File: config.mk
export PLATFORM = sky130hd
export DESIGN_NAME = lmc_microwire_rx
export DESIGN_NICKNAME = d
export VERILOG_FILES = /design/src/rtl/lmc_pkg.sv /design/src/rtl/lmc_gain.sv /design/src/rtl/lmc_microwire_rx.sv
export SDC_FILE = /design/constraint.sdc
export NUM_CORES = 1
export LEC_CHECK = 0
export ABC_AREA = 1
export BUFFER_PORTS_ARGS = -buffer_cell sky130_fd_sc_hd__buf_2
export CORE_AREA = 10 10 172 174
export CTS_CLUSTER_DIAMETER = 30
export DETAILED_ROUTE_END_ITERATION = 10
export DIE_AREA = 0 0 182 184
export HOLD_SLACK_MARGIN = 0.12
export PLACE_DENSITY_LB_ADDON = 0.2
export SETUP_SLACK_MARGIN = 0.3
export SYNTH_ARGS = -nofsm -noshare
export SYNTH_HDL_FRONTEND = slang
export SYNTH_SLANG_ARGS = --single-unit
File: constraint.sdc
create_clock -name clk32 -period 6.7 [get_ports clk32]
set_clock_uncertainty 0.05 [all_clocks]
set_input_delay 0.67 -clock clk32 [delete_from_list [all_inputs] [get_ports clk32]]
set_output_delay 0.67 -clock clk32 [all_outputs]
set_load 0.02 [all_outputs]
File: src/rtl/lmc_pkg.sv
// Shared constants for the LMC1992 microwire receiver: function codes,
// reset values, clamp limits and the fractional gain table.
`timescale 1ns/1ps
package lmc_pkg;

    localparam logic [1:0] ADDR_DEF = 2'b10;

    typedef enum logic [2:0] {
        FN_MIXER  = 3'd0,
        FN_BASS   = 3'd1,
        FN_TREBLE = 3'd2,
        FN_MASTER = 3'd3,
        FN_RIGHT  = 3'd4,
        FN_LEFT   = 3'd5
    } lmc_fn_e;

    localparam logic [5:0] MASTER_MAX = 6'd40;
    localparam logic [4:0] CHAN_MAX   = 5'd20;
    localparam logic [3:0] TONE_MAX   = 4'd12;

    localparam logic [5:0] MASTER_RST = 6'd40;
    localparam logic [4:0] CHAN_RST   = 5'd20;
    localparam logic [3:0] TONE_RST   = 4'd6;
    localparam logic [1:0] MIXER_RST  = 2'b01;

    localparam logic [8:0] FRAC0 = 9'd256;
    localparam logic [8:0] FRAC1 = 9'd203;
    localparam logic [8:0] FRAC2 = 9'd161;

    // 2 dB steps: every 3 steps is one power of two, remainder is a fraction
    function automatic logic [8:0] frac_lut(input logic [1:0] idx);
        case (idx)
            2'd1:    frac_lut = FRAC1;
            2'd2:    frac_lut = FRAC2;
            default: frac_lut = FRAC0;
        endcase
    endfunction

endpackage

File: src/rtl/lmc_gain.sv
// One channel of the attenuation datapath: S0 converts the sample and
// splits the attenuation into shift/fraction, S1 multiplies and shifts.
`timescale 1ns/1ps
module lmc_gain
    import lmc_pkg::*;
#(
    parameter int OUT_W = 16
) (
    input  logic                    clk_i,
    input  logic                    rst_ni,
    input  logic                    stb_i,
    input  logic [7:0]              smp_i,
    input  logic [5:0]              master_i,
    input  logic [4:0]              chan_i,
    output logic signed [OUT_W-1:0] out_o,
    output logic                    stb_o
);

    logic [6:0]              n_w;
    logic [4:0]              sh_d;
    logic [1:0]              rem_d;
    logic signed [7:0]       s_d;
    logic signed [7:0]       s_q;
    logic [4:0]              sh_q;
    logic [8:0]              frac_q;
    logic                    vld_q;
    logic signed [16:0]      p_w;
    logic signed [16:0]      sr_w;
    logic signed [OUT_W-1:0] out_d;
    logic signed [OUT_W-1:0] out_q;
    logic                    stb_q;

    assign n_w   = (7'(MASTER_MAX) - {1'b0, master_i})
                 + (7'(CHAN_MAX) - {2'b00, chan_i});
    assign sh_d  = 5'(n_w / 7'd3);
    assign rem_d = 2'(n_w % 7'd3);
    assign s_d   = smp_i ^ 8'h80;

    assign p_w   = s_q * $signed({1'b0, frac_q});
    assign sr_w  = p_w >>> sh_q;
    assign out_d = (sh_q > 5'd15) ? '0 : OUT_W'(sr_w);

    always_ff @(posedge clk_i or negedge rst_ni) begin
        if (!rst_ni) begin
            s_q    <= '0;
            sh_q   <= '0;
            frac_q <= FRAC0;
            vld_q  <= 1'b0;
            out_q  <= '0;
            stb_q  <= 1'b0;
        end else begin
            vld_q <= stb_i;
            stb_q <= vld_q;
            if (stb_i) begin
                s_q    <= s_d;
                sh_q   <= sh_d;
                frac_q <= frac_lut(rem_d);
            end
            if (vld_q) begin
                out_q <= out_d;
            end
        end
    end

    assign out_o = out_q;
    assign stb_o = stb_q;

endmodule

File: src/rtl/lmc_microwire_rx.sv
// LMC1992 microwire receiver: frame capture, command decode, L/R gain.
// Define LMC_MW_SYNC_EN to add 2-flop synchronisers on the microwire pins.
`timescale 1ns/1ps
module lmc_microwire_rx
    import lmc_pkg::*;
#(
    parameter logic [1:0] ADDR  = ADDR_DEF,
    parameter int         OUT_W = 16
) (
    input  logic                    clk32,
    input  logic                    resb,
    input  logic                    mw_clk,
    input  logic                    mw_data,
    input  logic                    mw_en,
    input  logic                    smp_stb,
    input  logic [7:0]              audio_in_l,
    input  logic [7:0]              audio_in_r,
    output logic signed [OUT_W-1:0] audio_out_l,
    output logic signed [OUT_W-1:0] audio_out_r,
    output logic                    out_stb,
    output logic [5:0]              master_vol,
    output logic [4:0]              left_vol,
    output logic [4:0]              right_vol,
    output logic [3:0]              bass,
    output logic [3:0]              treble,
    output logic [1:0]              mixer,
    output logic                    cmd_stb
);

    logic mw_clk_w;
    logic mw_dat_w;
    logic mw_en_w;

`ifdef LMC_MW_SYNC_EN
    logic [1:0] clk_s_q;
    logic [1:0] dat_s_q;
    logic [1:0] en_s_q;

    always_ff @(posedge clk32 or negedge resb) begin
        if (!resb) begin
            clk_s_q <= '0;
            dat_s_q <= '0;
            en_s_q  <= '0;
        end else begin
            clk_s_q <= {clk_s_q[0], mw_clk};
            dat_s_q <= {dat_s_q[0], mw_data};
            en_s_q  <= {en_s_q[0], mw_en};
        end
    end

    assign mw_clk_w = clk_s_q[1];
    assign mw_dat_w = dat_s_q[1];
    assign mw_en_w  = en_s_q[1];
`else
    assign mw_clk_w = mw_clk;
    assign mw_dat_w = mw_data;
    assign mw_en_w  = mw_en;
`endif

    logic        mw_clk_d_q;
    logic        mw_en_d_q;
    logic [4:0]  cnt_q;
    logic [4:0]  cnt_d;
    logic [10:0] sr_q;
    logic [10:0] sr_d;
    logic        clk_rise;
    logic        en_rise;
    logic        en_fall;
    logic        shift_en;
    logic        accept;
    logic [2:0]  fn;
    logic [5:0]  data;

    logic [5:0]  master_q;
    logic [4:0]  left_q;
    logic [4:0]  right_q;
    logic [3:0]  bass_q;
    logic [3:0]  treble_q;
    logic [1:0]  mixer_q;
    logic        cmd_stb_q;

    assign clk_rise = mw_clk_w & ~mw_clk_d_q;
    assign en_rise  = mw_en_w & ~mw_en_d_q;
    assign en_fall  = ~mw_en_w & mw_en_d_q;
    // a clock edge coinciding with the enable fall still belongs to the frame
    assign shift_en = clk_rise & (mw_en_w | en_fall);

    always_comb begin
        cnt_d = cnt_q;
        sr_d  = sr_q;
        if (en_rise) begin
            cnt_d = '0;
        end
        if (shift_en) begin
            sr_d = {sr_q[9:0], mw_dat_w};
            if (cnt_d != 5'd31) begin
                cnt_d = cnt_d + 5'd1;
            end
        end
    end

    assign accept = en_fall && (cnt_d >= 5'd11) && (sr_d[10:9] == ADDR);
    assign fn     = sr_d[8:6];
    assign data   = sr_d[5:0];

    always_ff @(posedge clk32 or negedge resb) begin
        if (!resb) begin
            mw_clk_d_q <= 1'b0;
            mw_en_d_q  <= 1'b0;
            cnt_q      <= '0;
            sr_q       <= '0;
            master_q   <= MASTER_RST;
            left_q     <= CHAN_RST;
            right_q    <= CHAN_RST;
            bass_q     <= TONE_RST;
            treble_q   <= TONE_RST;
            mixer_q    <= MIXER_RST;
            cmd_stb_q  <= 1'b0;
        end else begin
            mw_clk_d_q <= mw_clk_w;
            mw_en_d_q  <= mw_en_w;
            cnt_q      <= cnt_d;
            sr_q       <= sr_d;
            cmd_stb_q  <= 1'b0;
            if (accept) begin
                case (fn)
                    FN_MIXER: begin
                        mixer_q   <= data[1:0];
                        cmd_stb_q <= 1'b1;
                    end
                    FN_BASS: begin
                        bass_q    <= (data[3:0] > TONE_MAX) ? TONE_MAX : data[3:0];
                        cmd_stb_q <= 1'b1;
                    end
                    FN_TREBLE: begin
                        treble_q  <= (data[3:0] > TONE_MAX) ? TONE_MAX : data[3:0];
                        cmd_stb_q <= 1'b1;
                    end
                    FN_MASTER: begin
                        master_q  <= (data > MASTER_MAX) ? MASTER_MAX : data;
                        cmd_stb_q <= 1'b1;
                    end
                    FN_RIGHT: begin
                        right_q   <= (data[4:0] > CHAN_MAX) ? CHAN_MAX : data[4:0];
                        cmd_stb_q <= 1'b1;
                    end
                    FN_LEFT: begin
                        left_q    <= (data[4:0] > CHAN_MAX) ? CHAN_MAX : data[4:0];
                        cmd_stb_q <= 1'b1;
                    end
                    default: begin
                    end
                endcase
            end
        end
    end

    logic stb_l;
    logic stb_r;

    lmc_gain #(.OUT_W(OUT_W)) u_gain_l (
        .clk_i   (clk32),
        .rst_ni  (resb),
        .stb_i   (smp_stb),
        .smp_i   (audio_in_l),
        .master_i(master_q),
        .chan_i  (left_q),
        .out_o   (audio_out_l),
        .stb_o   (stb_l)
    );

    lmc_gain #(.OUT_W(OUT_W)) u_gain_r (
        .clk_i   (clk32),
        .rst_ni  (resb),
        .stb_i   (smp_stb),
        .smp_i   (audio_in_r),
        .master_i(master_q),
        .chan_i  (right_q),
        .out_o   (audio_out_r),
        .stb_o   (stb_r)
    );

    assign out_stb    = stb_l & stb_r;
    assign master_vol = master_q;
    assign left_vol   = left_q;
    assign right_vol  = right_q;
    assign bass       = bass_q;
    assign treble     = treble_q;
    assign mixer      = mixer_q;
    assign cmd_stb    = cmd_stb_q;

endmodule

==> results of run 1 <==
==> path summary, 6_finish.rpt <==
check / startpoint / to / slack, ps / depth (start not counted)
min in group clk32: mw_clk / mw_clk_d_q / 330 / 1
max reg2reg: u_gain_l.s_q[7] / u_gain_l.out_o[13] / 1140 / 25
min reg2reg: u_gain_r.vld_q / u_gain_r.stb_o / 330 / 0
max: u_gain_l.s_q[7] / u_gain_l.out_o[13] / 1140 / 25
min: resb / u_gain_r.out_o[8] / 240 / 1
max in group asynchronous: resb / u_gain_l.s_q[0] / 5090 / 2
==> cell type report <==
class | count | area [um^2] | area share [%]
inverter | 285 | 1070 | 8.62
multi-input combinational | 1075 | 7040 | 56.7
clock inverter | 15 | 198 | 1.59
clock buffer | 17 | 425 | 3.43
sequential | 113 | 2840 | 22.9
tap | 335 | 419 | 3.38
timing repair buffer | 83 | 423 | 3.41
==> cell usage in the layout, fill, tap and decap left out, types with 3 or more instances in the layout <==
cell type,netlist,routed
dfrtp_1,100,100
o211ai_1,7,7
a31oi_1,6,6
nor3_1,4,4
o21ai_2,3,3
clkinv_4,0,3
buf_2,0,80
a21oi_1,47,47
buf_4,1,3
nand4_1,5,5
inv_1,281,281
nand3_2,4,4
ha_1,124,124
clkbuf_16,0,17
nand2_1,448,448
inv_6,0,5
mux2i_1,3,3
fa_1,60,60
o21ai_0,126,126
xnor2_1,17,17
nand3b_1,3,3
a22o_1,6,6
nor2_1,52,52
o31ai_1,4,4
a21o_1,6,6
or2_2,9,9
bufinv_16,0,3
xor2_1,24,24
o21bai_1,9,9
o311ai_0,4,4
dfstp_2,13,13
nand3_1,71,71
o21ai_1,4,4
nand2_2,14,14
==> stage by stage <==
stage | cell area (um^2) | hold slack (ps) | setup slack (ps)
floorplan | 11100 | 311 | 1570
global placement | 11800 | 313 | 1220
detailed placement | 11800 | 322 | 1160
CTS | 12400 | 282 | 1130
global route | 12400 | 310 | 529
finish | 12400 | 242 | 1140
==> routing by layer <==
layer  wire [um]  part of all wire (%)  global-route usage [%]
met2       11700                    45                    26.0
met5           0                     0                       0
met4         235                  0.89                    3.58
met3        1280                   4.9                    3.07
met1       13100                    50                    21.8
==> flip-flops by register name, summed over array words and instances (netlist names), 4 cells and up <==
name and flops:
bass 4, cnt_q 5, left_vol 5, master_vol 6, right_vol 5, sr_q 11, treble 4, u_gain_l.frac_q 4
u_gain_l.out_o 16, u_gain_l.s_q 8, u_gain_l.sh_q 5, u_gain_r.frac_q 4, u_gain_r.out_o 16, u_gain_r.s_q 8, u_gain_r.sh_q 5
==> report_power, final <==
part / internal, mW / switching (mW) / total (mW)
Combinational: 1.21 / 2.05 / 3.26
Sequential: 0.849 / 0.193 / 1.04
Clock: 0.598 / 0.389 / 0.987
==> cell families after synthesis <==
family	after synthesis	share of synthesized area, %
flip-flops	113	25.6
AND/OR/NAND/NOR	615	22.9
adder cells (fa/ha/maj)	184	24.8
buffers and inverters	325	11.0
AO/OA/AOI/OAI	230	11.8
multiplexers	3	0.270
XOR/XNOR	43	3.63
==> flow_metrics.tcl, run 1 <==
set metrics [dict create \
    mappedNetlistArea_mm2 0.0111 \
    p_leak_nw 7.17 \
    die_area_mm2 0.0335 \
    tns_ps 0 \
    drt-pass1-iter-count 5 \
    h-tree-depth 4 \
    drt-initial-drc-count 580 \
    drv_slew 0 \
    drtAntennaViolNets 0 \
    grt_max_degree 59 \
    antennaDiodeCount 0 \
    io_buffers 81 \
    dp_hpwl_um 20900 \
    critPathMaxFanout 7 \
    ir_drop_mv 0.206 \
    power_density_mw_per_mm2 426 \
    endpoint_kind "flip-flop" \
    clkSinkCount 113 \
    critPathTopFamily "adder cells" \
    yosysTopAreaCellShare_pct 22.5 \
    fin_util_pct 47.9 \
    routed_wl_um 26300 \
    min_period_ps 5560 \
    cts.reportedPaths.clkPinSlew_ps 60 \
    grt_pass1_vias 9573 \
    finalNonFillerCells 1923 \
    synth.distinct_cells 44 \
    setup_viol 0 \
    cts_root_buffer "clkbuf_16" \
    die_h_um 184 \
    postCtsHoldBufs 0 \
    rsz0062_at_grt "false" \
    synthTopCellsByArea "dfrtp_1, nand2_1, ha_1, fa_1, inv_1" \
    synthesis.instances 1513 \
    drcViolationCount 0 \
    layout-drive-gt1-share_pct 10.6 \
    routabilityCongestion 0.895 \
    syn_area_per_cell_um2 7.34 \
    ys_seq_area_share_pct 25.6 \
    synth_top_area_cell "dfrtp_1" \
    crit_required_ps 6950 \
    ys_async_sr_fraction_pct 100 \
    syn2layout_area_growth_pct 11.8 \
    synth-edff-count 0 \
    start_kind "flip-flop" \
    dp.cells 1891 \
    critical_path_class "reg2reg" \
    via_per_inst 4.92 \
    die_w_um 182 \
    core_area_mm2 0.0259 \
    cts_buffer_depth 2 \
    worstPathArrival_ps 5810 \
    status "completed" \
    tightest_slew_ps 838 \
    cts_resized 0 \
    track_usage_pct 16.1 \
    worstSkewPairLatency_ps 420 \
    rows 59 \
    grt_overflow 0 \
    grt_first_pass_wirelength_um 45600 \
    cts_tree "done" \
    worstHoldPathType "in2async" \
    finalCritPeriodShare_pct 83.0 \
    post_cts_buffers 0 \
    hold_violations 0 \
    start_util_pct 42.9 \
    vias 9466 \
    cts_inserted_buffers 17 \
    synth_common_cells "nand2_1, inv_1, o21ai_0, ha_1, dfrtp_1" \
    synth-seq-cells 113 \
    synth_top_flop_cell "dfrtp_1" \
    fmax_mhz 180 \
    antenna_found_initial 0 \
    yosysWarnings 0 \
    crit_path_max_incr_delay_ps 560 \
    cap_violations 0 \
    yosysMostFrequentCell "nand2_1" \
    fillers 2578 \
    wl_per_cell_um 13.7 \
    synth_fp_nets 1719 \
    crit_buf_inv 4 \
    pin_count 82 \
    slew_headroom_pct 43.8 \
    slowest_stage "dfrtp_1" \
    cp_common_cell "nand2_1" \
    power.total_mw 5.29 \
    final_nets 1781 \
]
No activity file was read; power rests on OpenSTA's default activity.
==> inputs of run 2 (changes only) <==
--- a/config.mk
+++ b/config.mk
@@ -5,12 +5,12 @@
 export SDC_FILE = /design/constraint.sdc
 export NUM_CORES = 1
 export LEC_CHECK = 0
-export ABC_AREA = 1
+export ABC_AREA = 0
 export BUFFER_PORTS_ARGS = -buffer_cell sky130_fd_sc_hd__buf_2
-export CORE_AREA = 10 10 172 174
+export CORE_AREA = 10 10 175 177
 export CTS_CLUSTER_DIAMETER = 30
 export DETAILED_ROUTE_END_ITERATION = 10
-export DIE_AREA = 0 0 182 184
+export DIE_AREA = 0 0 185 187
 export HOLD_SLACK_MARGIN = 0.12
 export PLACE_DENSITY_LB_ADDON = 0.2
 export SETUP_SLACK_MARGIN = 0.3
==> constraint.sdc (replaced) <==
create_clock -name clk32 -period 5.7 [get_ports clk32]
set_clock_uncertainty 0.05 [all_clocks]
set_input_delay 0.57 -clock clk32 [delete_from_list [all_inputs] [get_ports clk32]]
set_output_delay 0.57 -clock clk32 [all_outputs]
set_load 0.02 [all_outputs]
==> run 2 against run 1 <==
- design area increased by 12%
- utilization increased by 2.8 points
- sequential power decreased by 14%
- final cell count decreased by 8.9%
- area after synthesis increased by 3.6%
- sequential cell count unchanged
- maximum frequency increased by 4.8%
- clock-buffer cell count increased by 1
- power decreased by 38%
- clock power increased by 14%
- routed wire length increased by 6.5%
- critical endpoint is now u_gain_r.out_o[1]
- combinational power decreased by 62%
==> flow_metrics.tcl, run 2 <==
set metrics [dict create \
    status "completed" \
    layout.area.seq_mm2 0.00285 \
    worstHoldPathType "in2async" \
    synth_top_area_cell "dfrtp_1" \
    drtAntennaViolNets 0 \
    cts_root_buffer "clkbuf_16" \
    pin_count 82 \
    io_buffers 81 \
    start_util_pct 42.1 \
    h-tree-depth 4 \
    setup_viol 0 \
    yosysMostFrequentCell "inv_1" \
    track_usage_pct 16.0 \
    p_switching_mw 1.16 \
    mappedNetlistArea_mm2 0.0115 \
    critPathMaxFanout 7 \
    crit_required_ps 5950 \
    worstSkewPairLatency_ps 420 \
    synth.distinct_cells 85 \
    internal_power_mw 2.11 \
    die_h_um 187 \
    final_common_cell "inv_1" \
    grt_overflow 0 \
    cts_buffer_depth 2 \
    crit_path_max_incr_delay_ps 610 \
    synth_fp_nets 1466 \
    endpoint_kind "flip-flop" \
    tightest_slew_ps 1000 \
    placed_cell_area_mm2 0.0125 \
    multi_input_area_mm2 0.00840 \
    wl_per_cell_um 16.0 \
    r2r_setup_slack_ps 390 \
    start_kind "flip-flop" \
    vias 9284 \
    routed_wl_um 28000 \
    hold_violations 0 \
    via_per_inst 5.30 \
    ys_async_sr_fraction_pct 100 \
    slowest_stage "fa_1" \
    drv_slew 0 \
    drt-pass1-iter-count 4 \
    final_area_mm2 0.0138 \
    yosysTopAreaCellShare_pct 21.7 \
    fmax_mhz 188 \
    core_area_mm2 0.0273 \
    sw_frac_of_total_pct 35.5 \
    synth-edff-count 0 \
    pwr-share-comb_pct 38.0 \
    grt_first_pass_wirelength_um 46300 \
    die_area_mm2 0.0346 \
    min_period_ps 5310 \
    clkPwrFrac_pct 34.6 \
    sequentialPowerShare_pct 27.4 \
    tns_ps 0 \
    synth-seq-cells 113 \
    cts_inserted_buffers 17 \
    ir_drop_mv 0.152 \
    timing.rr.end "u_gain_r.out_o[1]" \
    cts.reportedPaths.clkPinSlew_ps 60 \
    layout-drive-gt1-share_pct 26.3 \
    synth_top_flop_cell "dfrtp_1" \
    fillers 2547 \
    power.total_mw 3.27 \
    cp_common_cell "fa_1" \
    cap_violations 0 \
    yosysWarnings 0 \
    cp_cell_sequence "buf_4 -> nand2_1 -> fa_1 -> inv_1 -> fa_1 -> fa_1 -> fa_1 -> ha_4 -> inv_1 -> a21oi_2 -> o2111a_1 -> a2111oi_4 -> a21oi_2 -> xnor2_2 -> mux4_2 -> nand3b_1 -> a32o_1" \
    p_leak_nw 6.92 \
    routabilityCongestion 0.857 \
    ys_seq_area_share_pct 24.7 \
    drcViolationCount 0 \
    drt-initial-drc-count 400 \
    syn2layout_area_growth_pct 20.3 \
    final_cell_mix "inv_1, ha_1, dfrtp_1" \
    rsz0062_at_grt "true" \
    whs_ps 157 \
    cts_tree "done" \
    synth_common_cells "inv_1, ha_1, dfrtp_1, nand2_1, nor2_1" \
    clkSinkCount 113 \
    r2r_cells 17 \
    die_w_um 185 \
    antennaDiodeCount 0 \
    final_nets 1598 \
    slew_headroom_pct 33.1 \
    synthTopCellsByArea "dfrtp_1, ha_1, fa_1, inv_1, mux2_2" \
    worstPathArrival_ps 5560 \
    syn_area_per_cell_um2 9.13 \
    grt_max_degree 58 \
    dp_hpwl_um 21400 \
    grt_pass1_vias 9415 \
    timing.rr.start "u_gain_r.frac_q[7]" \
    critical_path_class "reg2reg" \
    rows 61 \
    finalCritPeriodShare_pct 93.1 \
    antenna_found_initial 0 \
    synthesis.instances 1260 \
    power_density_mw_per_mm2 236 \
]
run 2: cell count changes after synthesis, moves of 17 or more:
cell and change:
nor2_1 +37, a21oi_1 +22, xnor2_1 +22, nand3_1 -61
mux2i_1 +27, o2bb2ai_1 +17, mux2_2 +47, a211oi_1 +30
o21ai_0 -68, and2_1 +55, nor2b_1 +17, inv_1 -126
nand2_1 -357
run 2: critical path, delay by kind of cell (launching register included):
kind,cells,cell delay (ps)
xor+xnor,1,180
buf+inv,3,290
flops,1,430
simple gates,2,260
mux,1,510
fa+ha+maj,5,2330
compound gates,5,1120
run 2: worst max path at each step:
stage                             startpoint                 end  slack [ps]  cells after the start
after floorplan                master_vol[0]  u_gain_r.frac_q[5]         310                     25
after global placement    u_gain_r.frac_q[7]   u_gain_r.out_o[1]         100                     20
after detailed placement  u_gain_r.frac_q[6]   u_gain_r.out_o[1]          -9                     20
after CTS                 u_gain_r.frac_q[7]   u_gain_r.out_o[4]         310                     20
after global routing      u_gain_r.frac_q[7]   u_gain_r.out_o[1]         110                     20
final                     u_gain_r.frac_q[7]   u_gain_r.out_o[1]         390                     17
run 2: what timing repair did:
action                                  4_1_cts  5_1_grt
endpoints found under the setup margin       27       38
gates cloned                                  0        0
hold buffers                                  0        0
resized for setup                            18      108
buffers inserted                              8       23
pin swaps                                     7       50
run 2: per-stage QoR:
step,cells,util (%),setup slack (ps)
floorplan,1260,-,310
global placement,1688,45.8,97.5
detailed placement,1688,45.8,-8.54
CTS,1728,48.5,305
global route,1751,50.7,115
finish,1751,50.7,394
run 2: logic make-up after synthesis:
family / count (synthesis) / share of synthesized area, %
fa+ha+maj: 184 / 23.9
flops: 113 / 24.7
simple gates: 332 / 14.2
mux: 83 / 8.25
compound gates: 292 / 17.6
buf+inv: 195 / 6.37
xor+xnor: 61 / 4.93
run 2: routing by layer:
metal | track usage [%] | routed length (um)
met1 | 22.0 | 13900
met2 | 25.7 | 12900
met3 | 2.91 | 910
met4 | 3.31 | 197
met5 | 0 | 0
run 2: area by class of cell:
cell class / instances / share of cell area [%]
Clock buffer: 18 / 3.17
Tap cell: 346 / 3.13
Sequential cell: 113 / 20.6
Inverter: 157 / 4.26
Multi-Input combinational cell: 952 / 60.7
Timing Repair Buffer: 151 / 6.85
Clock inverter: 14 / 1.30
run 2: power by group through the flow:
| stage | clock network, mW | logic, mW | registers [mW] |
|---|---|---|---|
| 6_report | 1.13 | 1.24 | 0.894 |
| 5_1_grt | 1.19 | 1.40 | 0.902 |
| 4_1_cts | 1.16 | 1.13 | 0.892 |
| 3_5_place_dp | 0 | 1.09 | 0.906 |
| 3_3_place_gp | 0 | 1.08 | 0.905 |
| 2_1_floorplan | 0 | 0.814 | 0.891 |
